`src/rtl/vx_writeback_arb_if.sv`:
```
// Writeback arbiter bus: NUM_REQS execute-unit commit requesters in, one registered GPR write port out.
interface vx_writeback_arb_if #(
    parameter int unsigned NUM_REQS    = 4,
    parameter int unsigned NUM_THREADS = 4,
    parameter int unsigned XLEN        = 32,
    parameter int unsigned NW_BITS     = 2,
    parameter int unsigned NR_BITS     = 5,
    parameter int unsigned PC_BITS     = 32
);
    logic [NUM_REQS-1:0]                  req_valid;
    logic [NUM_REQS-1:0]                  req_ready;
    logic [NUM_REQS*NW_BITS-1:0]          req_wid;
    logic [NUM_REQS*PC_BITS-1:0]          req_pc;
    logic [NUM_REQS*NUM_THREADS-1:0]      req_tmask;
    logic [NUM_REQS*NR_BITS-1:0]          req_rd;
    logic [NUM_REQS-1:0]                  req_wb;
    logic [NUM_REQS*NUM_THREADS*XLEN-1:0] req_data;
    logic [NUM_REQS-1:0]                  req_eop;

    logic                                 wb_valid;
    logic [NW_BITS-1:0]                   wb_wid;
    logic [PC_BITS-1:0]                   wb_pc;
    logic [NUM_THREADS-1:0]               wb_tmask;
    logic [NR_BITS-1:0]                   wb_rd;
    logic                                 wb_eop;
    logic [NUM_THREADS*XLEN-1:0]          wb_data;

    // Requester side (execute units / testbench)
    modport master (
        output req_valid, req_wid, req_pc, req_tmask, req_rd, req_wb, req_data, req_eop,
        input  req_ready,
        input  wb_valid, wb_wid, wb_pc, wb_tmask, wb_rd, wb_eop, wb_data
    );

    // Arbiter side
    modport slave (
        input  req_valid, req_wid, req_pc, req_tmask, req_rd, req_wb, req_data, req_eop,
        output req_ready,
        output wb_valid, wb_wid, wb_pc, wb_tmask, wb_rd, wb_eop, wb_data
    );
endinterface

```
`src/rtl/vx_writeback_arb.sv`:
```
// Round-robin writeback arbiter: one commit per cycle onto a registered, backpressure-free GPR write port.
// Optional WB_ARB_PERF_EN adds perf_wb_writes / perf_wb_stalls counters.
module vx_writeback_arb #(
    parameter int unsigned NUM_REQS    = 4,
    parameter int unsigned NUM_THREADS = 4,
    parameter int unsigned XLEN        = 32,
    parameter int unsigned NW_BITS     = 2,
    parameter int unsigned NR_BITS     = 5,
    parameter int unsigned PC_BITS     = 32
) (
    input  logic                   clk,
    input  logic                   reset,
    vx_writeback_arb_if.slave      bus
`ifdef WB_ARB_PERF_EN
    ,
    output logic [43:0]            perf_wb_writes,
    output logic [43:0]            perf_wb_stalls
`endif
);
    localparam int unsigned PTR_W  = (NUM_REQS > 1) ? $clog2(NUM_REQS) : 1;
    localparam int unsigned DATA_W = NUM_THREADS * XLEN;

    logic [PTR_W-1:0]       rr_ptr;
    logic [PTR_W-1:0]       rr_ptr_next;
    logic [PTR_W-1:0]       winner;
    logic                   grant;

    logic [NW_BITS-1:0]     sel_wid;
    logic [PC_BITS-1:0]     sel_pc;
    logic [NUM_THREADS-1:0] sel_tmask;
    logic [NR_BITS-1:0]     sel_rd;
    logic                   sel_wb;
    logic                   sel_eop;
    logic [DATA_W-1:0]      sel_data;

    // Requester index k slots after the pointer, wrapped into 0..NUM_REQS-1.
    function automatic logic [PTR_W-1:0] rr_index(input logic [PTR_W-1:0] ptr, input int unsigned k);
        int unsigned s;
        s = 32'(ptr) + k;
        if (s >= NUM_REQS) begin
            s = s - NUM_REQS;
        end
        return PTR_W'(s);
    endfunction

    // First valid requester at or after rr_ptr; reset suppresses any grant.
    always_comb begin
        grant  = 1'b0;
        winner = '0;
        for (int unsigned k = 0; k < NUM_REQS; k++) begin
            if (!grant && bus.req_valid[rr_index(rr_ptr, k)]) begin
                grant  = 1'b1;
                winner = rr_index(rr_ptr, k);
            end
        end
        if (reset) begin
            grant = 1'b0;
        end
    end

    always_comb begin
        bus.req_ready = '0;
        if (grant) begin
            bus.req_ready[winner] = 1'b1;
        end
    end

    always_comb begin
        rr_ptr_next = rr_ptr;
        if (grant) begin
            if (winner == PTR_W'(NUM_REQS - 1)) begin
                rr_ptr_next = '0;
            end else begin
                rr_ptr_next = winner + PTR_W'(1);
            end
        end
    end

    always_comb begin
        sel_wid   = '0;
        sel_pc    = '0;
        sel_tmask = '0;
        sel_rd    = '0;
        sel_wb    = 1'b0;
        sel_eop   = 1'b0;
        sel_data  = '0;
        for (int unsigned i = 0; i < NUM_REQS; i++) begin
            if (PTR_W'(i) == winner) begin
                sel_wid   = bus.req_wid[i*NW_BITS +: NW_BITS];
                sel_pc    = bus.req_pc[i*PC_BITS +: PC_BITS];
                sel_tmask = bus.req_tmask[i*NUM_THREADS +: NUM_THREADS];
                sel_rd    = bus.req_rd[i*NR_BITS +: NR_BITS];
                sel_wb    = bus.req_wb[i];
                sel_eop   = bus.req_eop[i];
                sel_data  = bus.req_data[i*DATA_W +: DATA_W];
            end
        end
    end

    // Fields load on every grant, even req_wb=0 commits; only the strobe reflects req_wb.
    always_ff @(posedge clk) begin
        if (reset) begin
            rr_ptr       <= '0;
            bus.wb_valid <= 1'b0;
            bus.wb_wid   <= '0;
            bus.wb_pc    <= '0;
            bus.wb_tmask <= '0;
            bus.wb_rd    <= '0;
            bus.wb_eop   <= 1'b0;
            bus.wb_data  <= '0;
        end else begin
            rr_ptr       <= rr_ptr_next;
            bus.wb_valid <= grant && sel_wb;
            if (grant) begin
                bus.wb_wid   <= sel_wid;
                bus.wb_pc    <= sel_pc;
                bus.wb_tmask <= sel_tmask;
                bus.wb_rd    <= sel_rd;
                bus.wb_eop   <= sel_eop;
                bus.wb_data  <= sel_data;
            end
        end
    end

`ifdef WB_ARB_PERF_EN
    logic multi_valid;

    assign multi_valid = (bus.req_valid & (bus.req_valid - NUM_REQS'(1))) != '0;

    always_ff @(posedge clk) begin
        if (reset) begin
            perf_wb_writes <= '0;
            perf_wb_stalls <= '0;
        end else begin
            perf_wb_writes <= perf_wb_writes + 44'(bus.wb_valid);
            perf_wb_stalls <= perf_wb_stalls + 44'(multi_valid);
        end
    end
`endif

endmodule

```
`src/flat_wrapper.sv`:
```
// flat-port wrapper written by rule: the top's interface ports become plain ports
module vx_writeback_arb_flat 
#(
    parameter int unsigned NUM_REQS    = 4,
    parameter int unsigned NUM_THREADS = 4,
    parameter int unsigned XLEN        = 32,
    parameter int unsigned NW_BITS     = 2,
    parameter int unsigned NR_BITS     = 5,
    parameter int unsigned PC_BITS     = 32
)
  (clk, reset, bus_req_valid, bus_req_wid, bus_req_pc, bus_req_tmask, bus_req_rd, bus_req_wb, bus_req_data, bus_req_eop, bus_req_ready, bus_wb_valid, bus_wb_wid, bus_wb_pc, bus_wb_tmask, bus_wb_rd, bus_wb_eop, bus_wb_data);
  vx_writeback_arb_if #(.NUM_REQS(NUM_REQS), .NUM_THREADS(NUM_THREADS), .XLEN(XLEN), .NW_BITS(NW_BITS), .NR_BITS(NR_BITS), .PC_BITS(PC_BITS)) bus_i ();
  input  logic clk;
  input  logic reset;
  input wire logic [$bits(bus_i.req_valid)-1:0] bus_req_valid;
  input wire logic [$bits(bus_i.req_wid)-1:0] bus_req_wid;
  input wire logic [$bits(bus_i.req_pc)-1:0] bus_req_pc;
  input wire logic [$bits(bus_i.req_tmask)-1:0] bus_req_tmask;
  input wire logic [$bits(bus_i.req_rd)-1:0] bus_req_rd;
  input wire logic [$bits(bus_i.req_wb)-1:0] bus_req_wb;
  input wire logic [$bits(bus_i.req_data)-1:0] bus_req_data;
  input wire logic [$bits(bus_i.req_eop)-1:0] bus_req_eop;
  output wire logic [$bits(bus_i.req_ready)-1:0] bus_req_ready;
  output wire logic [$bits(bus_i.wb_valid)-1:0] bus_wb_valid;
  output wire logic [$bits(bus_i.wb_wid)-1:0] bus_wb_wid;
  output wire logic [$bits(bus_i.wb_pc)-1:0] bus_wb_pc;
  output wire logic [$bits(bus_i.wb_tmask)-1:0] bus_wb_tmask;
  output wire logic [$bits(bus_i.wb_rd)-1:0] bus_wb_rd;
  output wire logic [$bits(bus_i.wb_eop)-1:0] bus_wb_eop;
  output wire logic [$bits(bus_i.wb_data)-1:0] bus_wb_data;
  assign bus_i.req_valid = bus_req_valid;
  assign bus_i.req_wid = bus_req_wid;
  assign bus_i.req_pc = bus_req_pc;
  assign bus_i.req_tmask = bus_req_tmask;
  assign bus_i.req_rd = bus_req_rd;
  assign bus_i.req_wb = bus_req_wb;
  assign bus_i.req_data = bus_req_data;
  assign bus_i.req_eop = bus_req_eop;
  assign bus_req_ready = bus_i.req_ready;
  assign bus_wb_valid = bus_i.wb_valid;
  assign bus_wb_wid = bus_i.wb_wid;
  assign bus_wb_pc = bus_i.wb_pc;
  assign bus_wb_tmask = bus_i.wb_tmask;
  assign bus_wb_rd = bus_i.wb_rd;
  assign bus_wb_eop = bus_i.wb_eop;
  assign bus_wb_data = bus_i.wb_data;
  vx_writeback_arb #(.NUM_REQS(NUM_REQS), .NUM_THREADS(NUM_THREADS), .XLEN(XLEN), .NW_BITS(NW_BITS), .NR_BITS(NR_BITS), .PC_BITS(PC_BITS)) u_core (.clk(clk), .reset(reset), .bus(bus_i));
endmodule
```
`config.mk`:
```
export PLATFORM = sky130hd
export DESIGN_NAME = vx_writeback_arb_flat
export DESIGN_NICKNAME = d
export VERILOG_FILES = /design/src/rtl/vx_writeback_arb_if.sv /design/src/rtl/vx_writeback_arb.sv /design/src/flat_wrapper.sv
export SDC_FILE = /design/constraint.sdc
export NUM_CORES = 1
export LEC_CHECK = 0
export ABC_AREA = 1
export BUFFER_PORTS_ARGS = -buffer_cell sky130_fd_sc_hd__buf_2
export CORE_AREA = 2 2 340 342
export CTS_BUF_LIST = sky130_fd_sc_hd__clkbuf_8 sky130_fd_sc_hd__clkbuf_16
export DETAILED_ROUTE_END_ITERATION = 10
export DIE_AREA = 0 0 342 344
export GPL_ROUTABILITY_DRIVEN = 0
export PLACE_DENSITY = 0.36
export SLEW_MARGIN = 40
export SYNTH_ARGS = -nofsm -noshare
export SYNTH_HDL_FRONTEND = slang
export SYNTH_SLANG_ARGS = --single-unit
```
`constraint.sdc`:
```
create_clock -name clk -period 2.8 [get_ports clk]
set_input_delay 0.14 -clock clk [delete_from_list [all_inputs] [get_ports clk]]
set_output_delay 0.14 -clock clk [all_outputs]
set_load 0.01 [all_outputs]
```
==> impl_metrics.ini, run 1 <==
[floorplan]
pin_count = 875
die_width_um = 342
die_h_um = 344
rows = 124
core_mm2 = 0.1139
start_util_pct = 10.93
dieArea_mm2 = 0.1176

[timing]
finalSetupTns_ps = -519.0
min_period_over_period_pct = 102.3
hold_viol = 0
setup_slack_ps = -63.84
rsz0062_at_grt = true
slew_headroom_pct = 46.39
timing.hold.ws_ps = 39.88
setup_violations = 22
fin_skew_ps = 16.34
period_needed_ps = 2864
slew_violations = 0
clock.fmax_mhz = 349.2
tightest_slew_ps = 804.2

[clocking]
clockRootBuffer = clkbuf_16
cts.sinks = 175
clk_latency_ps = 520
numCtsBuffers = 17
ctsLongestPathBuffers = 2
cts_tree = yes
htreeDepth = 4
clk_pin_slew_ps = 90

[drt]
vias = 18820
wire_per_inst_um = 19.90
drtIter0Drc = 793
routed_wirelength_mm = 95.86
dr.pass1.iters = 5
routed_via_density = 3.907
drc_errors = 0
ant_nets = 0

[logic_synthesis]
ys.flop_type = dfxtp_1
ys_top_cells_by_count = nand2_1 (902), a21oi_1 (255), o21ai_0 (184)
synth_cells = 2195
synth_cell_type_count = 20
ys_async_sr_fraction_pct = 0
ys_seq_area_share_pct = 28.15
synth_fp_nets = 2897
yosys_warnings = 0
syn_area_per_cell_um2 = 5.669
ys_ff_latch = 175
yosysMostFrequentCell = nand2_1
synth_top_area_share_pct = 28.15
yosys.area.top_type = dfxtp_1
synth_edf_count = 0
synth_area_mm2 = 0.01244
synthTopCellsByArea = dfxtp_1 (28%), nand2_1 (27%), a21oi_1 (10%)

[global_routing]
grt_max_degree = 94
grt.total_usage_pct = 15.14
grt_pass1_wl_mm = 129.5
antenna_found_initial = 13
grt_remaining_overflow = 0
grt_pass1_vias = 18830

[setup_path]
critPathArrivalTime_ps = 3290
critPathLaunchType = register
r2r-start = u_core.rr_ptr[0]$_SDFFE_PP0P_
worstSetupEndpointType = register
rr_endpoint = u_core.bus.wb_data[63]$_SDFFE_PP0P_
timing.setup.critical_path_class = register to register
path_max_fanout = 5
r2r_setup_slack_ps = -60
rr_worst_depth = 21
required_ps = 3220

[power_and_ir_drop]
p_leak_nw = 11.66
vdd_ir_drop_max_v = 0.0007424
power.density_mw_per_mm2 = 1763
power_mw = 41.76

[worst_hold_path]
hold_path.class = input pin to register
hp-start = bus_req_rd[12]
hold_path_depth = 5
holdPathEnd = u_core.bus.wb_rd[2]$_SDFFE_PP0P_

[run_status]
outcome = finished with violations
violations = setup timing

[final_layout]
fin_nets = 3989
drive_gt1_share_pct = 38.61
synthToLayoutAreaGrowth_pct = 90.40

[placement]
io_buffer_count = 874
dpl.hpwl_mm = 69.34

[flow_run]
drv_cap = 0
[registers in the layout, indices dropped and copies added, names as in the netlist]
signal               cells
u_core.bus.wb_tmask      4
u_core.rr_ptr            2
u_core.bus.wb_pc        32
u_core.bus.wb_eop        1
u_core.bus.wb_data     128
u_core.bus.wb_rd         5
u_core.bus.wb_valid      1
u_core.bus.wb_wid        2
[report_power, final]
group	total (mW)	switching [mW]	leakage [nW]	internal (mW)
clock network	2.66	1.37	0.296	1.29
registers	3.97	0.443	1.45	3.53
logic	35.1	20.4	9.91	14.8
[cells by family (layout without fill, tap and decap cells)]
group / after synthesis / in the layout / share of synthesized area [%]
other: 0 / 6 / 0
buffers and inverters: 308 / 1413 / 10.22
adders and majority gates: 4 / 4 / 0.4022
and+or+nand+nor: 1187 / 1187 / 38.61
AOI/OAI and AO/OA: 521 / 521 / 22.61
DFF: 175 / 175 / 28.15
[metal layers]
layer / global-route usage [%] / wire length, um / vias up
met5: 0 / 56 / -
met2: 27.00 / 48240 / 639
met4: 4.989 / 2905 / 8
li1: - / - / 9406
met1: 17.87 / 38980 / 8668
met3: 3.356 / 5674 / 101
[area by class of cell]
class | instances | area (um2)
multi-input combinational | 1712 | 8184
fill | 13240 | 90190
tap | 1512 | 1892
clock inverter | 15 | 188.9
inverter | 109 | 441.7
sequential | 175 | 3511
antenna | 6 | 15.01
timing repair buffer | 1272 | 9034
clock buffer | 17 | 425.4
[how the worst max path moves through the flow]
stage	endpoint	slack (ps)	start
2_1_floorplan	u_core.bus.wb_data[38]$_SDFFE_PP0P_	90	u_core.rr_ptr[0]$_SDFFE_PP0P_
3_3_place_gp	u_core.bus.wb_data[81]$_SDFFE_PP0P_	-390	u_core.rr_ptr[0]$_SDFFE_PP0P_
3_5_place_dp	u_core.bus.wb_data[81]$_SDFFE_PP0P_	-340	u_core.rr_ptr[0]$_SDFFE_PP0P_
4_1_cts	u_core.bus.wb_data[80]$_SDFFE_PP0P_	-60	u_core.rr_ptr[0]$_SDFFE_PP0P_
5_1_grt	u_core.bus.wb_data[75]$_SDFFE_PP0P_	-220	u_core.rr_ptr[0]$_SDFFE_PP0P_
6_report	u_core.bus.wb_data[63]$_SDFFE_PP0P_	-60	u_core.rr_ptr[0]$_SDFFE_PP0P_
[critical path, cell delays in order, from the launching register on]
cell,delay (ps)
dfxtp_4,390
buf_4,140
nand2_1,90
nand3_2,110
nand2_2,70
nor2_4,190
nand3_4,100
nand2_4,80
nor2_4,50
buf_6,110
ha_4,170
nor2_4,150
buf_8,130
buf_12,130
clkbuf_16,180
nand2_1,50
nand2_1,50
o211ai_1,140
buf_4,190
nand2_1,50
nand2_1,50
a21oi_1,130
[per-stage QoR]
stage	std cells	worst slack (ps)	area, um2	utilization [%]
global placement	4544	-394.2	19510	17.13
global route	4815	-220.2	23680	20.80
finish	4818	-63.84	23690	20.80
detailed placement	4544	-342.4	19520	17.14
CTS	4793	-61.21	22970	20.17
floorplan	2195	90.29	12440	-
[placed cells by master (no fill, tap or decap), types with 2 or more instances in the layout]
cell type	count
nand2_2	49
nand3_2	7
a21oi_2	43
nor2_1	95
inv_2	3
nand3_1	93
o21ai_1	74
nand2_1	848
bufbuf_16	3
nand4_1	83
buf_16	18
ha_4	4
inv_4	5
buf_6	21
o21ai_0	102
a21oi_1	209
dfxtp_4	2
diode_2	6
inv_6	5
a21oi_4	3
dlygate4sd3_1	169
inv_1	99
nand2_4	6
buf_2	872
inv_8	4
o211ai_1	81
nor2_4	4
buf_4	131
clkbuf_16	26
buf_8	7
buf_12	41
clkinv_8	4
dfxtp_1	173
o21ai_2	8
[what timing repair did]
item | in CTS | in global routing
hold endpoints to repair | 143 | 0
hold buffers | 169 | 0
pin swaps | 53 | 64
setup buffers | 37 | 11
gates cloned | 14 | 10
gates resized for setup | 183 | 127
setup endpoints to repair | 170 | 177
No activity file was read; power rests on OpenSTA's default activity.
==> inputs of run 2 (changes only) <==
--- a/config.mk
+++ b/config.mk
@@ -13,6 +13,7 @@
 export DIE_AREA = 0 0 342 344
 export GPL_ROUTABILITY_DRIVEN = 0
 export PLACE_DENSITY = 0.36
+export SETUP_SLACK_MARGIN = 0.2
 export SLEW_MARGIN = 40
 export SYNTH_ARGS = -nofsm -noshare
 export SYNTH_HDL_FRONTEND = slang
==> impl_metrics.ini, run 2 (same netlist as run 1, synthesis figures left out) <==
[drt]
routed_via_density = 3.925
dr.pass1.iters = 5
wl_met1_mm = 39.99
wire_per_inst_um = 19.70
wl_met2_mm = 47.95
vias = 18980
dr_wl_met3_mm = 5.094
drtIter0Drc = 733
highest_layer = met5
drc_errors = 0
ant_nets = 0
routed_wirelength_mm = 95.28

[final_layout]
regMostFlops = u_core.bus.wb_data
final_common_cell = buf_2
fillers = 13090
largest_reg_flops = 128
layout.area.seq_mm2 = 0.003511
drive_gt1_share_pct = 45.84
final_cell_mix = buf_2 (874), nand2_1 (686), a21oi_1 (179), dlygate4sd3_1 (175), dfxtp_1 (173)
synthToLayoutAreaGrowth_pct = 100.3
design_area_mm2 = 0.02492
fin_nets = 4011
multiInputGateArea_mm2 = 0.009219
top_regs = u_core.bus.wb_data x128, u_core.bus.wb_pc x32, u_core.bus.wb_rd x5

[setup_path]
path_max_fanout = 6
critPathLaunchType = register
worstSetupEndpointType = register
rr_worst_depth = 22
required_ps = 3250
timing.setup.critical_path_class = register to register
crit_path_start = u_core.rr_ptr[0]$_SDFFE_PP0P_
r2r_setup_slack_ps = -90
critPathArrivalTime_ps = 3330
rr_endpoint = u_core.bus.wb_data[77]$_SDFFE_PP0P_
r2r-start = u_core.rr_ptr[0]$_SDFFE_PP0P_
crit_path_end = u_core.bus.wb_data[77]$_SDFFE_PP0P_

[clocking]
numCtsBuffers = 17
clk_pin_slew_ps = 70
htreeDepth = 4
clk_latency_ps = 500
cts_tree = yes
ctsLongestPathBuffers = 2
cts.sinks = 175
clockRootBuffer = clkbuf_16

[global_routing]
grt_remaining_overflow = 0
antenna_found_initial = 13
grt.total_usage_pct = 15.07
grt_pass1_vias = 18750
grt_max_degree = 103
grt_pass1_wl_mm = 129.2

[timing]
setup_slack_ps = -87.12
slew_violations = 0
fin_skew_ps = 7.922
tightest_slew_ps = 873.0
clock.fmax_mhz = 346.4
slew_headroom_pct = 41.80
rsz0062_at_grt = true
min_period_over_period_pct = 103.1
finalSetupTns_ps = -1340
setup_violations = 37
hold_viol = 0
period_needed_ps = 2887

[power_and_ir_drop]
pwr-share-comb_pct = 85.5
power_mw = 45.25
power.density_mw_per_mm2 = 1816
p_leak_nw = 12.22
vdd_ir_drop_max_v = 0.0007027
p_sw_mw = 23.79
switching_share_pct = 52.57
clkPwrFrac_pct = 5.6
internal_power_mw = 21.46
seqPwrFrac_pct = 8.8

[flow_run]
drv_cap = 0

[placement]
io_buffer_count = 874
postPlaceCellArea_mm2 = 0.01944
dpl.hpwl_mm = 71.55

[floorplan]
start_util_pct = 10.93
die_h_um = 344
rows = 124
pin_count = 875
die_width_um = 342
dieArea_mm2 = 0.1176
core_mm2 = 0.1139

[run_status]
violations = setup timing
outcome = finished with violations

[worst_hold_path]
hold_path.class = input pin to register
[run 2: cell types whose count changed in the layout (fill, tap and decap cells not counted), moves of 6 or more]
cell,delta
a21oi_1,-30
nand3_1,-6
buf_8,+10
a21oi_2,+27
nand2_2,+102
o21ai_1,+47
o21ai_2,+36
nand2_1,-162
nand2_4,+59
o21ai_0,-85
buf_6,+10
dlygate4sd3_1,+6
[run 2: through the flow]
stage	hold slack, ps	utilization [%]	cells	worst slack (ps)
after floorplan	289.0	-	2195	199.8
after global placement	473.8	17.06	4536	-334.0
after detailed placement	479.9	17.07	4536	-310.3
after CTS	0.0009437	20.64	4807	-98.35
after global routing	15.11	21.88	4835	-261.4
final	23.54	21.88	4837	-87.12
[run 2: metal layers]
| layer | vias to the layer above | global-route usage (%) |
|---|---|---|
| li1 | 9455 | - |
| met1 | 8816 | 18.31 |
| met2 | 611 | 26.52 |
| met3 | 94 | 3.081 |
| met4 | 8 | 4.724 |
| met5 | - | 0 |
[run 2: repair_timing]
item                                   4_1_cts  5_1_grt
buffers inserted                            49       19
pin swaps                                  150      239
endpoints found under the hold margin      142        0
setup endpoints to repair                  177      177
hold buffers                               175        0
gates resized for setup                    357      364
gates cloned                                17        6
[run 2: power by group through the flow]
stage          logic, mW  registers (mW)  clock network (mW)
5_1_grt             42.1            4.09                2.75
6_report            38.7            3.99                2.55
3_3_place_gp        28.3            4.01                   0
3_5_place_dp        28.3            4.03                   0
2_1_floorplan       14.6            4.37                   0
4_1_cts             34.9            3.99                2.71
[run 2: worst min-delay path by stage]
stage	from	to	slack (ps)	cells after the start
6_report	bus_req_data[481]	u_core.bus.wb_data[97]$_SDFFE_PP0P_	20	5
5_1_grt	bus_req_data[367]	u_core.bus.wb_data[111]$_SDFFE_PP0P_	20	5
4_1_cts	bus_req_data[412]	u_core.bus.wb_data[28]$_SDFFE_PP0P_	0.0009	5
3_5_place_dp	bus_req_pc[112]	u_core.bus.wb_pc[16]$_SDFFE_PP0P_	480	5
3_3_place_gp	bus_req_pc[113]	u_core.bus.wb_pc[17]$_SDFFE_PP0P_	470	5
2_1_floorplan	bus_req_wb[3]	u_core.bus.wb_valid$_SDFF_PP0_	290	2
[run 2: area by class of cell]
cell class              count  area share [%]
inverters                 109           1.742
multi-input cells        1712           36.99
repair buffers           1294           37.26
clock buffers              18           1.762
flip-flops and latches    175           14.09
diodes                      5         0.05021
clock inverters            12          0.5071
well taps                1512           7.591
[run 2: critical path: stages, from the launching register on]
cell and delay [ps]:
dfxtp_4 370, buf_6 130, nand2_2 50, nand2_2 70
buf_6 120, o21ai_4 190, nand3_4 110, nand2_4 70
nor2_4 50, buf_6 110, ha_4 170, nor2_4 200
buf_12 180, buf_12 110, buf_12 100, buf_12 130
buf_8 130, nand2_2 50, nand2_1 50, o21ai_1 60
o21ai_1 190, nand3_1 100, nand2_1 70
